==> config.mk <==
export PLATFORM = sky130hd
export DESIGN_NAME = wbc_rr_arbiter_flat
export DESIGN_NICKNAME = d
export VERILOG_FILES = /design/src/rtl/wbc_rr_arbiter_if.sv /design/src/rtl/wbc_rr_arbiter.sv /design/src/flat_wrapper.sv
export SDC_FILE = /design/constraint.sdc
export NUM_CORES = 1
export LEC_CHECK = 0
export CORE_ASPECT_RATIO = 0.7
export CORE_MARGIN = 5
export CORE_UTILIZATION = 55
export DETAILED_ROUTE_END_ITERATION = 10
export HOLD_SLACK_MARGIN = 0.02
export PLACE_DENSITY_LB_ADDON = 0.15
export SYNTH_ARGS = -nofsm -noshare
export SYNTH_HDL_FRONTEND = slang
export SYNTH_SLANG_ARGS = --single-unit
==> constraint.sdc <==
create_clock -name clk -period 2.5 [get_ports clk]
set_input_delay 0.75 -clock clk [delete_from_list [all_inputs] [get_ports clk]]
set_output_delay 0.75 -clock clk [all_outputs]
set_load 0.01 [all_outputs]
==> src/rtl/wbc_rr_arbiter_if.sv <==
// Control-bus arbitration bundle: per-master requests and post-mux slave
// handshake in, grant and watchdog status out.
interface wbc_rr_arbiter_if #(
  parameter int NMASTERS = 4,
  parameter int IW       = $clog2(NMASTERS)
);
  logic [NMASTERS-1:0] cyc;
  logic                s_stb;
  logic                s_ack;
  logic                s_err;
  logic                s_rty;
  logic [NMASTERS-1:0] gnt;
  logic [IW-1:0]       gnt_idx;
  logic                gnt_valid;
  logic                timeout_err;
  logic [7:0]          timeout_cnt;

  // The arbiter side drives grants and watchdog status.
  modport master (
    input  cyc, s_stb, s_ack, s_err, s_rty,
    output gnt, gnt_idx, gnt_valid, timeout_err, timeout_cnt
  );

  // The interconnect side drives requests and the muxed slave response.
  modport slave (
    output cyc, s_stb, s_ack, s_err, s_rty,
    input  gnt, gnt_idx, gnt_valid, timeout_err, timeout_cnt
  );
endinterface

==> src/rtl/wbc_rr_arbiter.sv <==
// Round-robin owner selection for the shared control bus, with a watchdog that
// forces an error termination when the addressed slave never answers.
module wbc_rr_arbiter #(
  parameter int NMASTERS = 4,
  parameter int TIMEOUT  = 255,
  parameter int IW       = $clog2(NMASTERS)
) (
  input  logic               clk,
  input  logic               rst,
  wbc_rr_arbiter_if.master   bus
);

  localparam int             WDW     = (TIMEOUT > 0) ? $clog2(TIMEOUT + 1) : 1;
  localparam logic [WDW-1:0] WD_LAST = WDW'((TIMEOUT > 0) ? TIMEOUT - 1 : 0);
  localparam bit             WD_EN   = (TIMEOUT > 0);

  typedef enum logic [1:0] {IDLE, GRANT, TOUT, RELEASE} state_t;

  state_t              state_reg;
  logic [NMASTERS-1:0] gnt_reg;
  logic [IW-1:0]       gnt_idx_reg;
  logic                gnt_valid_reg;
  logic                timeout_err_reg;
  logic [7:0]          timeout_cnt_reg;
  logic [WDW-1:0]      wd_cnt_reg;
  logic [IW-1:0]       last_reg;

  logic                win_found;
  logic [IW-1:0]       win_idx;
  logic [NMASTERS-1:0] win_onehot;
  logic                resp;

  assign resp = bus.s_ack | bus.s_err | bus.s_rty;

  // Search starts just after the previous winner, so the last owner ranks lowest.
  always_comb begin
    logic [IW-1:0] cand;
    win_found = 1'b0;
    win_idx   = '0;
    cand      = '0;
    for (int i = 1; i <= NMASTERS; i++) begin
      cand = IW'((int'(last_reg) + i) % NMASTERS);
      if (!win_found && bus.cyc[cand]) begin
        win_found = 1'b1;
        win_idx   = cand;
      end
    end
  end

  for (genvar gi = 0; gi < NMASTERS; gi++) begin : g_onehot
    assign win_onehot[gi] = (win_idx == IW'(gi));
  end

  always_ff @(posedge clk or posedge rst) begin
    if (rst) begin
      state_reg       <= IDLE;
      gnt_reg         <= '0;
      gnt_idx_reg     <= '0;
      gnt_valid_reg   <= 1'b0;
      timeout_err_reg <= 1'b0;
      timeout_cnt_reg <= 8'd0;
      wd_cnt_reg      <= '0;
      last_reg        <= IW'(NMASTERS - 1);
    end else begin
      timeout_err_reg <= 1'b0;
      case (state_reg)
        // The release cycle is the dead cycle; arbitration there keeps the gap at one.
        IDLE, RELEASE: begin
          wd_cnt_reg <= '0;
          if (win_found) begin
            gnt_reg       <= win_onehot;
            gnt_idx_reg   <= win_idx;
            gnt_valid_reg <= 1'b1;
            last_reg      <= win_idx;
            state_reg     <= GRANT;
          end else begin
            state_reg     <= IDLE;
          end
        end
        GRANT: begin
          if (!bus.cyc[gnt_idx_reg]) begin
            gnt_reg       <= '0;
            gnt_valid_reg <= 1'b0;
            wd_cnt_reg    <= '0;
            state_reg     <= RELEASE;
          end else if (WD_EN && bus.s_stb && !resp) begin
            if (wd_cnt_reg == WD_LAST) begin
              wd_cnt_reg      <= '0;
              timeout_err_reg <= 1'b1;
              if (timeout_cnt_reg != 8'hFF)
                timeout_cnt_reg <= timeout_cnt_reg + 8'd1;
              state_reg       <= TOUT;
            end else begin
              wd_cnt_reg <= wd_cnt_reg + 1'b1;
            end
          end else begin
            wd_cnt_reg <= '0;
          end
        end
        TOUT: begin
          wd_cnt_reg <= '0;
          state_reg  <= GRANT;
        end
        default: state_reg <= IDLE;
      endcase
    end
  end

  assign bus.gnt         = gnt_reg;
  assign bus.gnt_idx     = gnt_idx_reg;
  assign bus.gnt_valid   = gnt_valid_reg;
  assign bus.timeout_err = timeout_err_reg;
  assign bus.timeout_cnt = timeout_cnt_reg;

endmodule
==> src/flat_wrapper.sv <==
// flat-port wrapper written by rule: the top's interface ports become plain ports
module wbc_rr_arbiter_flat 
#(
  parameter int NMASTERS = 4,
  parameter int TIMEOUT  = 255,
  parameter int IW       = $clog2(NMASTERS)
)
  (clk, rst, bus_cyc, bus_s_stb, bus_s_ack, bus_s_err, bus_s_rty, bus_gnt, bus_gnt_idx, bus_gnt_valid, bus_timeout_err, bus_timeout_cnt);
  wbc_rr_arbiter_if #(.NMASTERS(NMASTERS), .IW(IW)) bus_i ();
  input  logic clk;
  input  logic rst;
  input wire logic [$bits(bus_i.cyc)-1:0] bus_cyc;
  input wire logic [$bits(bus_i.s_stb)-1:0] bus_s_stb;
  input wire logic [$bits(bus_i.s_ack)-1:0] bus_s_ack;
  input wire logic [$bits(bus_i.s_err)-1:0] bus_s_err;
  input wire logic [$bits(bus_i.s_rty)-1:0] bus_s_rty;
  output wire logic [$bits(bus_i.gnt)-1:0] bus_gnt;
  output wire logic [$bits(bus_i.gnt_idx)-1:0] bus_gnt_idx;
  output wire logic [$bits(bus_i.gnt_valid)-1:0] bus_gnt_valid;
  output wire logic [$bits(bus_i.timeout_err)-1:0] bus_timeout_err;
  output wire logic [$bits(bus_i.timeout_cnt)-1:0] bus_timeout_cnt;
  assign bus_i.cyc = bus_cyc;
  assign bus_i.s_stb = bus_s_stb;
  assign bus_i.s_ack = bus_s_ack;
  assign bus_i.s_err = bus_s_err;
  assign bus_i.s_rty = bus_s_rty;
  assign bus_gnt = bus_i.gnt;
  assign bus_gnt_idx = bus_i.gnt_idx;
  assign bus_gnt_valid = bus_i.gnt_valid;
  assign bus_timeout_err = bus_i.timeout_err;
  assign bus_timeout_cnt = bus_i.timeout_cnt;
  wbc_rr_arbiter #(.NMASTERS(NMASTERS), .TIMEOUT(TIMEOUT), .IW(IW)) u_core (.clk(clk), .rst(rst), .bus(bus_i));
endmodule
==> impl_metrics.toml, run 1 <==
[run_status]
status = "completed"

[global_route]
grt_first_pass_wirelength_um = 5809
via_count_of_the_first_global_routing_pass = 1293
overflow = 0
antenna_violations_before_repair = 0
gr-usage-all-layers_pct = 20.21
largest_net_degree_at_the_start_of_global_routing = 29

[setup_path]
worst-endpoint-arrival_ps = 2500
critical-path-max-stage-delay_ps = 420
cp-end-kind = "flop"
crit_chain = "clkdlybuf4s50_1, nor4b_2, nand4_1, buf_4, nor3_1, mux2_2"
crit_path_top_delay_cell = "clkdlybuf4s50_1"
worstPathRequired_ps = 2680
maximum_fanout_along_the_worst_path = 4
path_class = "in -> reg"
critPathLaunchType = "input port"

[synthesis]
synth_xor_area_share_pct = 4.706
yosysUniqueCellTypes = 37
seq_area_frac_synth_pct = 47.23
yosys_warnings = 0
post_synth_fa_ha_maj_area_fraction_pct = 5.042
synth.avg_cell_area_um2 = 10.20
asyncSetResetFlopFracSynth_pct = 100.0
post_synth_and_or_nand_nor_area_fraction_pct = 20.76
ys.flop_type = "dfrtp_1"
multiplexer_fraction_of_the_synthesized_cell_area_pct = 6.891
synth_edf_count = 0
syn-cell-area_um2 = 1489
synth_top_family_by_area = "simple AND/OR/NAND/NOR gates"
synth_seq_cells = 28
synth_fp_nets = 162
number_of_cells_produced_by_synthesis = 146
synth_compound_gate_area_share_pct = 12.52

[floorplan]
design.portCount = 26
die_h_um = 53.53
initial_utilization_pct = 58.77
placementRows = 15
fp.coreArea_um2 = 2534
die-area_um2 = 3864
die_w_um = 72.19

[clock_network]
cts-hold-fix-buffers = 0
cts.path.max_buffers = 2
post_cts_resized = 0
cts.root.buffer_cell = "clkbuf_8"
postCtsSetupRepairBufs = 0
htreeDepth = 1
clock_tree_from_tritoncts = "yes"
clk_transition_reported_paths_ps = 90
clock_latency_ps = 280
cts-buffers-inserted = 3
clock_sink_count = 28

[sta]
final.period_utilization_pct = 92.88
slew_headroom_pct = 53.30
grt_setup_unrepaired = "no"
maxClockFrequency_mhz = 430.7
finalSetupTns_ps = 0
final_setup_fails = 0
worst_clock_skew_ps = 4.597
hold_viol = 0
final_period_minus_worst_setup_slack_ps = 2322
timing_worst_slew_pin_value_ps = 694.5
slew_viol_final = 0

[placed_design]
place.gp.congestion = 0.9226
port-buffer-count = 25
placement_stage_cell_area_um2 = 1882
place_hpwl_um = 2597

[route]
route.final.wire_length_um = 3494
drc = 0
first_iter_violations = 149
via_count = 1274
first_pass_iters = 4
route.detailed.vias_per_inst = 5.739
ant_nets = 0
wl_per_cell_um = 15.74

[final_layout]
finalNetCount = 205
flow.area_growth_from_synthesis_pct = 31.18
num_antenna_cells = 0
fin_area_um2 = 1953
final_layout_size_suffix_gt1_share_pct = 15.96
layout.core_utilization_pct = 77.09

[flow_run]
timing.max_cap.violations = 0

[power_and_ir_drop]
power_density_nw_per_um2 = 877.4
power.static_leakage_uw = 0.0008887
irDropWorstVdd_uv = 764.9

[min_path]
type_of_the_worst_min_delay_path = "reg -> reg"
==> cells in the mapped netlist, types with 2 or more instances <==
cell       instances  share of area, %
nand2_1           14               3.5
nor3_1             2              0.67
nand4_1            4               1.7
inv_1             10               2.5
o31ai_1            3               1.5
a32o_1             2               1.3
o2bb2ai_1          2               1.2
mux2_2             3               2.3
dfrtp_1           26                44
a21o_1             4               2.0
nand3_1            6               2.0
xor2_1             7               4.1
o21ai_0            3               1.0
a21oi_1            6               2.0
a31oi_1            3               1.3
nand2b_1           4               1.7
and3_1             3               1.3
dfstp_2            2               3.5
mux2i_1            2               1.3
ha_1               6               5.0
nor4_1             5               2.1
nor2_1            14               3.5
==> cell type report <==
cell class                 count  area, um2
sequential                    28      703.2
fill                         183      580.6
timing repair buffer          39      355.3
inverter                      10      37.54
clock buffer                   3      41.29
multi-input combinational    107      743.2
tap                           34      42.54
clock inverter                 1      30.03
==> critical path: cells and delay by family <==
family	cells	cell delay, ps
buf+inv	2	610
mux	1	370
simple gates	3	770
==> cell usage in the layout, fill, tap and decap left out, drive strengths merged <==
master         instances
dfrtp                 26
clkdlybuf4s50         25
nand2                 14
nor2                  14
buf                   14
inv                   10
xor2                   7
a21oi                  6
nand3                  6
ha                     6
nor4                   5
mux2                   5
nand2b                 4
a21o                   4
nand4                  4
and3                   4
o31ai                  3
a31oi                  3
o21ai                  3
clkbuf                 3
mux2i                  2
a32o                   2
o2bb2ai                2
nor3                   2
dfstp                  2
nand3b                 1
a31o                   1
a211oi                 1
mux4                   1
o41ai                  1
nor4b                  1
and4                   1
xnor2                  1
and2                   1
or3                    1
nor2b                  1
bufinv                 1
==> power breakdown <==
part           internal (uW)  switching [uW]
Combinational            353             379
Sequential               549            71.9
Clock                    215             146
Total                   1120             596
==> per-layer routing <==
metal  share of wire [%]  vias up  wire length, um  GRT usage (%)
li1                    -      610                -              -
met3                 4.7        7              163          5.224
met1                  44      619             1526          22.73
met5                   0        -                0              0
met4                 1.8        0               63          9.063
met2                  50       38             1740          36.71
==> logic make-up after synthesis <==
| family | Yosys count |
|---|---|
| XOR/XNOR | 8 |
| multiplexers | 8 |
| flip-flops | 28 |
| AND/OR/NAND/NOR | 59 |
| buffers and inverters | 11 |
| AO/OA/AOI/OAI | 26 |
| adder cells (fa/ha/maj) | 6 |
==> per-stage QoR <==
stage	total power (uW)	worst slack (ps)	std cells	hold WS [ps]
finish	1714	177.9	222	498.7
global route	1824	156.9	222	523.7
CTS	1720	198.7	222	499.6
detailed placement	1337	-110.2	218	472.7
global placement	1310	-40.48	218	469.4
floorplan	1053	434.2	146	461.0
==> worst paths after layout <==
check                                     start  cells after the start  slack, ps                        end
hold reg to reg              u_core.last_reg[0]                      2        500         u_core.last_reg[0]
setup / recovery                      bus_s_err                      6        180  u_core.bus.timeout_cnt[2]
min in group asynchronous                   rst                      3        810          u_core.bus.gnt[1]
setup reg to reg           u_core.wd_cnt_reg[0]                      7        600  u_core.bus.timeout_cnt[2]
max in group asynchronous                   rst                      3       1390         u_core.last_reg[0]
hold / removal               u_core.last_reg[0]                      2        500         u_core.last_reg[0]
Note: power is estimated with default switching activity, not from simulation.
==> run 2, diff against run 1 <==
CORE_ASPECT_RATIO = 0.6   (was 0.7)
==> run 2 against run 1 <==
Against the previous run: clock power down 32%; clock skew up 9.6 ps; critical path depth decreased by 1; combinational power is 2.9% lower; critical path type unchanged; via count fell by 2.3%.
==> impl_metrics.toml, run 2 (synthesis gave the netlist of run 1 again) <==
[sta]
maxClockFrequency_mhz = 426.0
worst_clock_skew_ps = 14.19
slew_viol_final = 0
final_period_minus_worst_setup_slack_ps = 2347
fin_worst_hold_slack_ps = 488.2
final_setup_fails = 0
timing_worst_slew_pin_value_ps = 628.0
final.period_utilization_pct = 93.89
slew_headroom_pct = 57.88
hold_viol = 0
grt_setup_unrepaired = "no"
finalSetupTns_ps = 0

[route]
via_count = 1245
wl_per_cell_um = 15.09
drc = 0
ant_nets = 0
route.final.wire_length_um = 3289
route.detailed.vias_per_inst = 5.711
first_pass_iters = 4
first_iter_violations = 109

[clock_network]
cts.path.max_buffers = 2
htreeDepth = 1
clock_tree_from_tritoncts = "yes"
cts-hold-fix-buffers = 0
clk_transition_reported_paths_ps = 90
cts-buffers-inserted = 3
clock_latency_ps = 280
postCtsSetupRepairBufs = 0
clock_sink_count = 28
post_cts_resized = 0
cts.root.buffer_cell = "clkbuf_8"

[flow_run]
timing.max_cap.violations = 0

[setup_path]
worst-endpoint-arrival_ps = 2520
r2r-end = "u_core.bus.timeout_cnt[7]"
setup_slack_of_the_most_critical_reg_to_reg_path_ps = 580
reg2regPathDepth = 6
path_class = "in -> reg"
setup.worst_path.end = "u_core.bus.timeout_cnt[7]"
regToRegStartpoint = "u_core.wd_cnt_reg[0]"
maximum_fanout_along_the_worst_path = 4
setup.worst_path.start = "bus_s_err"
cp-end-kind = "flop"
worstPathRequired_ps = 2670
critical-path-max-stage-delay_ps = 410
critPathLaunchType = "input port"
crit_chain = "clkdlybuf4s50_1, nor4b_2, nand4_1, nor4_1, mux2_2"
crit_path_top_delay_cell = "clkdlybuf4s50_1"

[global_route]
gr-usage-all-layers_pct = 17.70
antenna_violations_before_repair = 0
via_count_of_the_first_global_routing_pass = 1179
overflow = 0
largest_net_degree_at_the_start_of_global_routing = 29
grt_first_pass_wirelength_um = 5561

[floorplan]
die_w_um = 77.17
die-area_um2 = 3882
fp.coreArea_um2 = 2540
initial_utilization_pct = 58.62
die_h_um = 50.30
design.portCount = 26
placementRows = 14

[final_layout]
n_fill_cell = 163
most_common_cell_after_layout_fill_and_taps_aside = "dfrtp_1"
num_antenna_cells = 0
fin_area_um2 = 1909
layout.cells.most_common_list = "dfrtp_1, clkdlybuf4s50_1, nand2_1, nor2_1, buf_4"
finalNetCount = 203
final_layout_size_suffix_gt1_share_pct = 14.52
finalNonFillerCells = 218
flow.area_growth_from_synthesis_pct = 28.24

[placed_design]
place_hpwl_um = 2576
placement_stage_cell_area_um2 = 1864
place.gp.congestion = 0.8349
port-buffer-count = 25
placed_cells_incl_taps = 214

[min_path]
worst_hold_startpoint = "u_core.bus.gnt_valid"
min_delay_path_depth = 1
type_of_the_worst_min_delay_path = "reg -> reg"

[run_status]
status = "completed"

[power_and_ir_drop]
power_density_nw_per_um2 = 826.7
power.static_leakage_uw = 0.0008668
fin_total_pwr_uw = 1578
irDropWorstVdd_uv = 626.5
run 2: power by group:
part           internal (uW)  switching, uW
clock network            114            131
logic                    343            367
registers                549           74.0
total                   1010            572
run 2: metal layers:
| metal | vias up | track usage, % | routed length, um |
|---|---|---|---|
| met5 | - | 0 | 0 |
| met1 | 595 | 23.56 | 1465 |
| li1 | 602 | - | - |
| met3 | 2 | 4.643 | 222 |
| met4 | 0 | 3.429 | 10 |
| met2 | 46 | 29.61 | 1592 |
run 2: area by class of cell:
cell class,count,area [um2],share of cell area (%)
Clock buffer,4,45.04,2.359
Multi-Input combinational cell,107,743.2,38.93
Timing Repair Buffer,37,340.3,17.82
Inverter,10,37.54,1.966
Sequential cell,28,703.2,36.83
Tap cell,32,40.04,2.097
run 2: worst min-delay path by stage:
stage	to
after global placement	u_core.bus.gnt_valid
after CTS	u_core.bus.gnt_valid
after global routing	u_core.bus.gnt_valid
final	u_core.bus.gnt_valid
after detailed placement	u_core.bus.gnt_valid
after floorplan	u_core.last_reg[0]
run 2: metrics by stage:
stage | worst slack [ps] | util (%)
global placement | -57.79 | 73.40
finish | 152.8 | 75.17
global route | 99.31 | 75.17
CTS | 190.6 | 75.17
detailed placement | -108.4 | 73.40
floorplan | 434.2 | -
run 2: worst max-delay path, delay by kind of cell:
kind | cells | cell delay, ps
simple gates | 3 | 970
buf+inv | 1 | 410
mux | 1 | 370
